===== config.mk =====
export PLATFORM = sky130hd
export DESIGN_NAME = pwr_seq_ctrl_multi
export DESIGN_NICKNAME = d
export VERILOG_FILES = /design/src/rtl/pwr_seq_ctrl_multi.sv
export SDC_FILE = /design/constraint.sdc
export NUM_CORES = 1
export LEC_CHECK = 0
export CAP_MARGIN = 20
export CORE_MARGIN = 8
export CORE_UTILIZATION = 30
export CTS_CLUSTER_SIZE = 10
export DETAILED_ROUTE_END_ITERATION = 8
export GPL_ROUTABILITY_DRIVEN = 0
export HOLD_SLACK_MARGIN = 0.06
export PLACE_DENSITY = 0.48
export SKIP_LAST_GASP = 1
export SLEW_MARGIN = 5
export SYNTH_ARGS = -nofsm -noshare
export SYNTH_HDL_FRONTEND = slang
export SYNTH_SLANG_ARGS = --single-unit

===== constraint.sdc =====
create_clock -name clk -period 2.3 [get_ports clk]
set_clock_uncertainty 0.2 [all_clocks]
set_input_delay 0.69 -clock clk [delete_from_list [all_inputs] [get_ports clk]]
set_output_delay 0.69 -clock clk [all_outputs]
set_load 0.02 [all_outputs]

===== src/rtl/pwr_seq_ctrl_multi.sv =====
// Multi-domain power-gating sequencer: one iso/ret/pse FSM per domain, with power-up
// serialised so at most one domain is ramping. Build with PWR_ACK_TIMEOUT_EN for ack timeouts.

module pwr_seq_dom #(
   parameter int DLY_W   = 8,
   parameter int DLY_CYC = 4,
   parameter int TO_CYC  = 64
) (
   input  logic clk,
   input  logic reset,
   input  logic sleep_req_i,
   input  logic pwr_ack_i,
   input  logic grant_i,
   output logic pse_o,
   output logic iso_o,
   output logic ret_o,
   output logic busy_o,
   output logic asleep_o,
   output logic err_o,
   output logic pup_o
);
   typedef enum logic [2:0] {S_ON, S_ISO, S_SAVE, S_PDN, S_OFF, S_PUP, S_RESTORE} state_t;

   localparam logic [DLY_W-1:0] DLY_LD = DLY_W'(DLY_CYC - 1);

   if (DLY_CYC < 1 || DLY_CYC > (2**DLY_W) - 1 || TO_CYC < 1) begin : g_bad_param
      $error("pwr_seq_dom: DLY_CYC/TO_CYC out of range");
   end

   state_t           state_q, state_d;
   logic [DLY_W-1:0] cnt_q, cnt_d;
   logic             err_q, err_d;
   logic             to_exp;
   logic             pse_q, iso_q, ret_q, busy_q, asleep_q;

`ifdef PWR_ACK_TIMEOUT_EN
   localparam int TO_W = $clog2(TO_CYC + 1);
   localparam logic [TO_W-1:0] TO_LD = TO_W'(TO_CYC - 1);
   logic [TO_W-1:0] to_q, to_d;
`endif

   always_comb begin
      state_d = state_q;
      err_d   = err_q;
`ifdef PWR_ACK_TIMEOUT_EN
      to_exp  = (to_q == '0);
`else
      to_exp  = 1'b0;
`endif
      case (state_q)
         S_ON:      if (sleep_req_i)              state_d = S_ISO;
         S_ISO:     if (cnt_q == '0)              state_d = S_SAVE;
         S_SAVE:    if (cnt_q == '0)              state_d = S_PDN;
         S_PDN:     if (!pwr_ack_i || to_exp)     state_d = S_OFF;
         S_OFF:     if (!sleep_req_i && grant_i)  state_d = S_PUP;
         S_PUP:     if (pwr_ack_i || to_exp)      state_d = S_RESTORE;
         S_RESTORE: if (cnt_q == '0)              state_d = S_ON;
         default:                                 state_d = S_ON;
      endcase
      // A timeout only counts as an error when the ack really never arrived.
      if ((state_q == S_PDN && pwr_ack_i && to_exp) || (state_q == S_PUP && !pwr_ack_i && to_exp))
         err_d = 1'b1;
      // Both counters reload on every state change, so each state sees a fresh count.
      cnt_d = (state_d != state_q) ? DLY_LD : ((cnt_q == '0) ? '0 : cnt_q - 1'b1);
`ifdef PWR_ACK_TIMEOUT_EN
      to_d  = (state_d != state_q) ? TO_LD : ((to_q == '0) ? '0 : to_q - 1'b1);
`endif
   end

   always_ff @(posedge clk) begin
      if (reset) begin
         state_q  <= S_ON;
         cnt_q    <= '0;
         err_q    <= 1'b0;
         pse_q    <= 1'b1;
         iso_q    <= 1'b0;
         ret_q    <= 1'b0;
         busy_q   <= 1'b0;
         asleep_q <= 1'b0;
      end else begin
         state_q  <= state_d;
         cnt_q    <= cnt_d;
         err_q    <= err_d;
         pse_q    <= !(state_d inside {S_PDN, S_OFF});
         iso_q    <= (state_d != S_ON);
         ret_q    <= (state_d inside {S_SAVE, S_PDN, S_OFF, S_PUP});
         busy_q   <= !(state_d inside {S_ON, S_OFF});
         asleep_q <= (state_d == S_OFF);
      end
   end

`ifdef PWR_ACK_TIMEOUT_EN
   always_ff @(posedge clk) begin
      if (reset) to_q <= '0;
      else       to_q <= to_d;
   end
   assign err_o = err_q;
`else
   assign err_o = 1'b0;
`endif

   assign pse_o    = pse_q;
   assign iso_o    = iso_q;
   assign ret_o    = ret_q;
   assign busy_o   = busy_q;
   assign asleep_o = asleep_q;
   assign pup_o    = (state_q == S_PUP);
endmodule

module pwr_seq_ctrl_multi #(
   parameter int N_DOM   = 4,
   parameter int DLY_W   = 8,
   parameter int DLY_CYC = 4,
   parameter int TO_CYC  = 64
) (
   input  logic             clk,
   input  logic             reset,
   input  logic [N_DOM-1:0] sleep_req,
   input  logic [N_DOM-1:0] pwr_ack,
   output logic [N_DOM-1:0] pse,
   output logic [N_DOM-1:0] iso,
   output logic [N_DOM-1:0] ret,
   output logic [N_DOM-1:0] busy,
   output logic [N_DOM-1:0] asleep,
   output logic [N_DOM-1:0] err
);
   if (N_DOM < 1 || N_DOM > 16) begin : g_bad_ndom
      $error("pwr_seq_ctrl_multi: N_DOM out of range");
   end

   logic [N_DOM-1:0] pup, grant;
   logic             taken;

   // Lowest-index OFF domain asking to wake gets the single PUP slot, and only if it is free.
   always_comb begin
      grant = '0;
      taken = 1'b0;
      for (int i = 0; i < N_DOM; i++) begin
         grant[i] = !(|pup) && !taken;
         taken    = taken | (asleep[i] & ~sleep_req[i]);
      end
   end

   for (genvar g = 0; g < N_DOM; g++) begin : g_dom
      pwr_seq_dom #(.DLY_W(DLY_W), .DLY_CYC(DLY_CYC), .TO_CYC(TO_CYC)) u_dom (
         .clk        (clk),
         .reset      (reset),
         .sleep_req_i(sleep_req[g]),
         .pwr_ack_i  (pwr_ack[g]),
         .grant_i    (grant[g]),
         .pse_o      (pse[g]),
         .iso_o      (iso[g]),
         .ret_o      (ret[g]),
         .busy_o     (busy[g]),
         .asleep_o   (asleep[g]),
         .err_o      (err[g]),
         .pup_o      (pup[g])
      );
   end
endmodule


; ---- Word level (Yosys, flattened, before mapping)
; Cells that the tools add are included.
[totals]
wordCells = 184
reg_bits = 64
[op_classes]
n_bitwise = 8
n_eq_ne = 44
n_reduce_logical = 56
mux = 40
n_addsub = 4
[op_table]
columns = op, count
row1 = two-way mux 3 bit, 28
row2 = one-hot mux 3 bit (7 select lines), 4
row3 = "equality test 3 bit, second input constant", 20
row4 = "equality test 3 x 2 -> 1 bit, second input constant", 16
row5 = logical NOT 8 bit, 4
row6 = "subtractor 8 x 1 -> 8 bit, second input constant", 4
row7 = logical NOT 3 bit, 8
row8 = logical NOT 1 bit, 16
row9 = two-way mux 2 bit, 8
row10 = nonzero test 2 bit, 8
row11 = nonzero test 4 bit, 4
row12 = "equality test 3 x 1 -> 1 bit, second input constant", 4
row13 = != test 3 bit, 4
row14 = nonzero test 3 bit, 4
row15 = OR reduction 3 bit, 4
row16 = logical AND 1 bit, 7
row17 = OR reduction 4 bit, 1
row18 = AND 1 bit, 3
row19 = inverter 1 bit, 3
row20 = bitwise OR 1 bit, 2

; ---- Longest topological paths before layout
; Gate-level depths: netlist of run 1.
[logic_depth]
ltp_word = 12
mapped_depth = 8
ltp_nobuf = 7

; ---- By module
; A second synthesis of run 1 with hierarchy kept.
[unflattened]
cells_unflattened = 402
hier_area_um2 = 3530.9
[modules_own_cells]
columns = module, seq_area_each_um2, n_inst, cells_each, area_each_um2
row1 = pwr_seq_dom (g_dom[0].u_dom ...), 320.3, 2, 103, 875.8
row2 = pwr_seq_dom (g_dom[2].u_dom ...), 320.3, 2, 94, 855.8
row3 = pwr_seq_ctrl_multi, 0.0, 1, 8, 67.6

; ---- Worst setup path before layout of run 1
; OpenSTA, ideal clock, no wires.
[synth_path]
kind = in2reg
from = input port pwr_ack[1]
to = register g_dom[1].u_dom.cnt_q[3]
setup_time_ps = 70
slack_ps = 235
required_ps = 2030
arrival_time_ps = 1795
path_stages = 6
cell_sequence = mux2_2 > a2bb2oi_1 > o21ai_0 > or3_1 > buf_2 > a21oi_1
[synth_between]
elab_chain_len = 4
[synth_lines]
columns = element, line_no
row1 = from (decl), 119  ; input logic [N_DOM-1:0] pwr_ack,
row2 = "two-way mux 3 bit, on equally long branches", "56, 54"
row3 = one-hot mux 3 bit (7 select lines) *, 50  ; case (state_q)
row4 = != test 3 bit *, 64  ; cnt_d = (state_d != state_q) ? DLY_LD : ((cnt_q == '0) ? '0 : cnt_q - 1'b1);
row5 = OR reduction 3 bit (no source line) *, -
row6 = to (signal assigned), 82  ; cnt_q <= cnt_d;
row7 = to (decl), 31  ; logic [DLY_W-1:0] cnt_q, cnt_d;
; Every way passes the cells marked *; elsewhere a longest branch is shown, timed or not.
; A chain may end at the register's enable or synchronous reset.

; ---- Worst setup path after layout of run 1
[layout_path]
from = input port sleep_req[2]
to = register g_dom[2].u_dom.cnt_q[0]
[layout_between]
elab_chain_len = 6
[layout_lines]
columns = element, line_no
row1 = from (decl), 118  ; input logic [N_DOM-1:0] sleep_req,
row2 = logical NOT 1 bit, 55  ; S_OFF: if (!sleep_req_i && grant_i) state_d = S_PUP;
row3 = logical AND 1 bit, 55
row4 = two-way mux 3 bit, 55
row5 = one-hot mux 3 bit (7 select lines) *, 50
row6 = != test 3 bit *, 64
row7 = two-way mux 2 bit *, 64
row8 = to (signal assigned), 82
row9 = to (decl), 31
; Marked as above.

==> results summary, run 1 <==
Port buffering added 29 buffers. The sequential element share of the synthesized area is 0.3661. The average cell area after synthesis came out at 8.196 µm².

The distinct cell type count after synthesis is 66. The filler cell count in the final layout came out at ~1,200. Adding up every negative setup slack in the final design gives 0 ns.

STA classifies the critical path startpoint as a primary input. The timing-limited maximum frequency is around 0.45 GHz. The total leakage power is 1.663 nW. Counting both buffers and inverters, the worst setup path holds a total of 1.

The worst setup path is captured at a register. The first-pass GRT wire length is 13,590 µm. The deepest level of the CTS H-tree came out at 3. The sequential cell area in the final layout came out at 0.001281 mm². The type of the tightest min-delay check is register to register. The library cell used most frequently in the layout, excluding fill and tap cells, is dfxtp_1. The total overflow reported by the global router came out at 0. The final cycle utilization of the critical path came out at 0.9755. The total standard cell area after synthesis came out at 0.003500 mm². The area of the multi-input gates is 0.001947 mm².

Synthesis handed over a netlist of 427 instances. The number of setup violations in the final report came out at 0. The minimum clock period after layout came out at 2.244 ns.

Max-cap violations in this run came to 0. The via-per-instance ratio is 4.922. In this run the clock root is driven by a clkbuf_16. The critical path goes through clkdlybuf4s50_1 -> or3b_2 -> a2bb2oi_2 -> o21ai_1 -> o21bai_1 -> o21ba_2. The length of the first detailed-routing pass in iterations is 4. In the routed design, unresolved DRC markers number 0. The critical path is of the primary input to register type.

In the synthesized netlist the dominant register cell turns out to be dfxtp_1. The area inside the core boundary came out at ~0.011 mm². Timing analysis after detailed placement gives a worst setup slack of -0.4419 ns. The final max-slew violation count is 0. The clock sink count came out at 64. Clock-pin slew was measured on the worst setup and hold paths at 0.05 ns. The final layout contains 471 nets. Detailed placement ended at an HPWL of 5955 µm. In this run, CTS created clock tree buffers numbering 9. The largest buffer count on any clock path is 2. The final layout contains routed wiring with a total length of 8030 µm. The via count is 2,978.

The number of warnings printed during yosys synthesis is 0. The worst setup slack after layout came out at 0.05640 ns. For this configuration, the core starts out at a cell density of 0.3065. The post-route antenna net violation count came out at 0.

The slowest library cell on the worst path is clkdlybuf4s50_1. Yosys mapped a number of flops with a built-in enable equal to 0. The via count of the first global-routing pass is 2,877.

The count of final hold-check violations came to 0. The vertical die dimension is 124.0 µm. The run finished with clean final reports. The worst voltage drop across the vdd grid came out at 0.0006242 V.

Setup repair after global routing could not meet its margin everywhere. Of the cells placed in the final design, the portion with a size suffix greater than 1 is 0.1818. The initial antenna violation count was 0. The post-CTS setup repair buffer count is 0. From left edge to right edge, the die measures approximately 120 µm. The global-route usage over all layers is 0.1107. The pin count of the biggest net entering global routing is 22.

Along the worst path, the maximum fanout reaches 3. The critical path required time is 2.37 ns. The clock tree from TritonCTS is yes.

The largest stage delay on the critical path came out at just under 0.5 ns. The number of synthesized register bits is 64. The detailed router finished its first iteration with 153 violations.

The cell family contributing the most delay on the critical path is compound AO/OA/AOI/OAI gates. In this run the core area contains 39 standard-cell rows. The total power after layout is around 6.7 mW. The power per unit of standard cell area is 1536 mW/mm². The fraction of synthesis flops using an asynchronous set or reset pin came out at 0.

The repair_antennas step left the layout with diodes totalling 0. The floorplan die area came out at 0.01538 mm². In this run the count of I/O pins placed on the die edge is 34.

The layout overhead on the synthesized area came out at 24.38%. The critical path arrival came out at 2.31 ns. The average wire per cell in the routed design is 13.27 µm. In the layout the commonest cells are dfxtp_1, nor2_1, a21oi_1, buf_4, clkdlybuf4s50_1. The clock reaches the later pin of the worst-skew pair after 0.32 ns.
## cells by family after synthesis
| kind of cell | after synthesis | share of synthesized area |
|---|---|---|
| muxes | 5 | 0.01537 |
| buffers and inverters | 64 | 0.09689 |
| AOI/OAI and AO/OA | 110 | 0.2059 |
| xor gates and xnor gates | 18 | 0.04505 |
| adders and majority gates | 4 | 0.01430 |
| DFF | 64 | 0.3661 |
| and+or+nand+nor | 161 | 0.2553 |
| other | 1 | 0.001072 |
## tightest hold or removal path, cell delays in order (launching register included)
cell      delay [ns]
dfxtp_1         0.33
nand2_1         0.06
a211oi_1        0.06
## per-layer routing
metal,part of all wire,global-route usage,vias up
met1,0.49,0.1387,1380
met2,0.46,0.1755,41
li1,-,-,1549
met3,0.043,0.03400,8
met5,0,0,-
met4,0.015,0.04164,0
## power breakdown
part	switching, mW	internal (mW)
Sequential	0.301	1.51
Clock	0.473	0.956
Combinational	1.84	1.61
Total	2.61	4.07
## repair_timing
item,CTS,global route
hold buffers,0,0
gates cloned,0,0
endpoints found under the setup margin,15,26
gates resized for setup,5,11
## worst paths after layout
| kind | from | endpoint | depth (start not counted) | slack, ns |
|---|---|---|---|---|
| min | g_dom[3].u_dom.cnt_q[7] | g_dom[3].u_dom.cnt_q[6] | 2 | 0.29 |
| max | sleep_req[2] | g_dom[2].u_dom.cnt_q[0] | 6 | 0.06 |
| max reg2reg | g_dom[2].u_dom.cnt_q[0] | g_dom[2].u_dom.pse_o | 7 | 0.15 |
| min reg2reg | g_dom[3].u_dom.cnt_q[7] | g_dom[3].u_dom.cnt_q[6] | 2 | 0.29 |
## cell usage after synthesis, types with 3 or more instances
cell type,number,share of area
nand3_1,5,0.0071
nand2_1,24,0.026
xnor2_1,13,0.033
a21oi_1,35,0.050
or2_2,4,0.0071
and2_1,4,0.0071
o31ai_1,4,0.0086
nor2b_1,15,0.027
ha_1,4,0.014
clkbuf_1,17,0.018
nor3_1,10,0.014
nand2b_1,5,0.0089
xor2_1,5,0.013
a21o_1,6,0.013
dfxtp_1,64,0.37
o21ai_0,19,0.027
a31oi_1,9,0.016
o21ba_2,3,0.0086
or3_1,8,0.014
a211oi_1,4,0.0086
nand3b_1,6,0.013
and4_1,3,0.0075
buf_2,6,0.0086
o21a_1,5,0.011
nor4_1,12,0.021
inv_1,15,0.016
buf_4,24,0.051
mux2_2,3,0.0097
nor2_1,43,0.046
## stage by stage
step | hold WS (ns) | cells | utilization | instance area, µm²
CTS | 0.2939 | 605 | 0.3774 | 4309
floorplan | 0.2613 | 430 | - | 3511
global route | 0.3188 | 605 | 0.3812 | 4353
finish | 0.2915 | 605 | 0.3812 | 4353
detailed placement | 0.2853 | 589 | 0.3482 | 3976
global placement | 0.2753 | 589 | 0.3482 | 3976
## sequential cells by signal, summed over array words and instances, names as in the netlist
signal / flops
g_dom.u_dom.asleep_o: 4
g_dom.u_dom.busy_o: 4
g_dom.u_dom.cnt_q: 32
g_dom.u_dom.iso_o: 4
g_dom.u_dom.pse_o: 4
g_dom.u_dom.ret_o: 4
g_dom.u_dom.state_q: 12
## layout make-up
type / instances / area share
Tap cell: 143 / 0.04110
Multi-Input combinational cell: 302 / 0.4473
Clock inverter: 2 / 0.008048
Inverter: 16 / 0.01380
Timing Repair Buffer: 64 / 0.1302
Sequential cell: 64 / 0.2943
Clock buffer: 14 / 0.06525
Power figures use the tool's default switching activity.
==> run 2, diff against run 1 <==
- CORE_MARGIN: 8 -> not set
- CTS_CLUSTER_SIZE: 10 -> 20
==> results summary, run 2 (synthesis gave the netlist of run 1 again) <==
The clock sink count came out at 64. 34 I/O pins were placed. The average wire per cell in the routed design is 13.03 µm. The root buffer cell is clkbuf_16. The flow ran to the end, and the final reports show no timing, DRC or antenna violations. The timing-limited maximum frequency came out at around 0.44 GHz. The clock slew at the register clock pins of the worst setup and hold paths came out at 0.05 ns.

The pin count of the biggest net entering global routing came out at 24. The die covers between 0.01 and 0.015 mm². The total of buffers placed on input and output ports is 29. The total leakage power came out at 1.605 nW. In this run the horizontal extent of the chip is about 110 µm. Setup repair after global routing could not meet its margin everywhere. The initial detailed-routing violation count came out at 113. The critical path endpoint category is a register. The wire length reported by the detailed router came out at 7765 µm.

The critical path arrival came out at 2.27 ns. In the final layout, the registers with the most flip-flops are g_dom.u_dom.cnt_q: 32 flops, g_dom.u_dom.state_q: 12 flops. The final max-slew violation count came to 0. The clock tree from TritonCTS is yes. The count of final hold-check violations came out at 0. The placement-stage cell area is 0.003944 mm². The number of setup violations in the final report came out at 0. The path class of the tightest hold or removal check is register to register. STA classifies the critical path startpoint as a primary input.

The post-route antenna net violation count is 0. The flip-flop count of the largest register after layout came out at 32. The total overflow reported by the global router came out at 0.

The via count is 2,952. For this run, design rule violations remaining after detail routing come to 0. From bottom edge to top edge, the die measures 110.0 µm. The worst voltage drop across the vdd grid came out at 0.0004832 V.

For this run, the post-layout net count is 465. Leaving out fill and tap cells, the most frequent cells in the layout are dfxtp_1, nor2_1, a21oi_1, clkdlybuf4s50_1, buf_4. The smallest clock period supported by the final layout is computed as 2.253 ns. Summed over all nets, the half-perimeter wirelength after detailed placement is 5544 µm. The layout overhead on the synthesized area came out at 21.67%.

The critical path required time is ~2.3 ns. The insertion delay to the later sink of the worst-skew pair came out at 0.33 ns. The deepest level of the CTS H-tree came out at 3. The first detailed-routing pass took 4 iterations. The global-route usage over all layers came out at 0.1397. For this configuration, the core starts out at a cell density of 0.3078. The post-route standard cell area excluding fillers came out at 0.004258 mm².

The via-per-instance ratio came out at 4.953. The floorplan step defined a core boundary enclosing roughly 0.011 mm². The layout cell share with drive strength beyond 1 came out at 0.1634. The final cell utilization of the core came out at 0.3745. The final cycle utilization of the critical path is 0.9796. The number of max-capacitance violations reported is 0.

The top register by number of flip-flops is g_dom.u_dom.cnt_q. The number of buffers created by CTS came out at 9. The number of standard-cell rows in the floorplan is 39. The power per unit of standard cell area is roughly 1500 mW/mm². The via count of the first global-routing pass came to ~2,800. The first-pass GRT wire length is about 13,000 µm.

In this run the deepest clock path goes through 2 buffers. The largest fanout of any net on the critical path came out at 4. The completed layout was analyzed and its total power is about 6.4 mW. The most common library cell in the layout ignoring fill and taps is dfxtp_1. The number of antenna repair diodes came out at 0. The initial antenna violation count came out at 0. The critical path is of the primary input to register type.
-- run 2: stage by stage --
stage               setup TNS [ns]  cells  setup slack [ns]  hold WS [ns]
finish                           0    596           0.04681        0.2944
global route               -0.1001    596          -0.02616        0.3196
CTS                              0    596          0.006316        0.2898
detailed placement          -12.93    583           -0.3836        0.2822
global placement            -13.48    583           -0.3680        0.2814
floorplan                        0    430            0.2354        0.2613
-- run 2: path summary, 6_finish.rpt --
path                           startpoint                 endpoint  slack, ns  cells after the start
setup reg to reg  g_dom[3].u_dom.cnt_q[0]     g_dom[3].u_dom.pse_o       0.13                      7
setup / recovery             sleep_req[1]  g_dom[1].u_dom.asleep_o       0.05                      5
hold / removal    g_dom[0].u_dom.cnt_q[6]  g_dom[0].u_dom.cnt_q[6]       0.29                      2
hold reg to reg   g_dom[0].u_dom.cnt_q[6]  g_dom[0].u_dom.cnt_q[6]       0.29                      2
-- run 2: timing repair --
action,in CTS,in global routing
setup buffers,0,0
endpoints found under the setup margin,10,31
hold buffers,0,0
gates resized for setup,3,13
-- run 2: cell type report --
type,count,area (µm²)
Fill cell,1156,7112
Multi-Input combinational cell,302,1941
Sequential cell,64,1281
Timing Repair Buffer,58,535.5
Clock buffer,12,256.5
Tap cell,143,178.9
Inverter,16,60.06
Clock inverter,1,5.005
-- run 2: critical path: stages --
cell and delay [ns]:
clkdlybuf4s50_1 0.46, or4_1 0.54, or2_4 0.26, and2_4 0.15, and4_1 0.17
-- run 2: metal layers --
| metal | share of wire | vias to the layer above | global-route usage |
|---|---|---|---|
| li1 | - | 1533 | - |
| met1 | 0.49 | 1348 | 0.1836 |
| met2 | 0.44 | 57 | 0.2089 |
| met3 | 0.046 | 14 | 0.04527 |
| met4 | 0.021 | 0 | 0.05905 |
| met5 | 0 | - | 0 |
-- run 2: where the power goes --
part	switching [mW]	total, mW	internal, mW	leakage, nW
sequential	0.314	1.82	1.51	0.525
clock	0.459	1.23	0.767	0.130
combinational	1.81	3.38	1.57	0.949
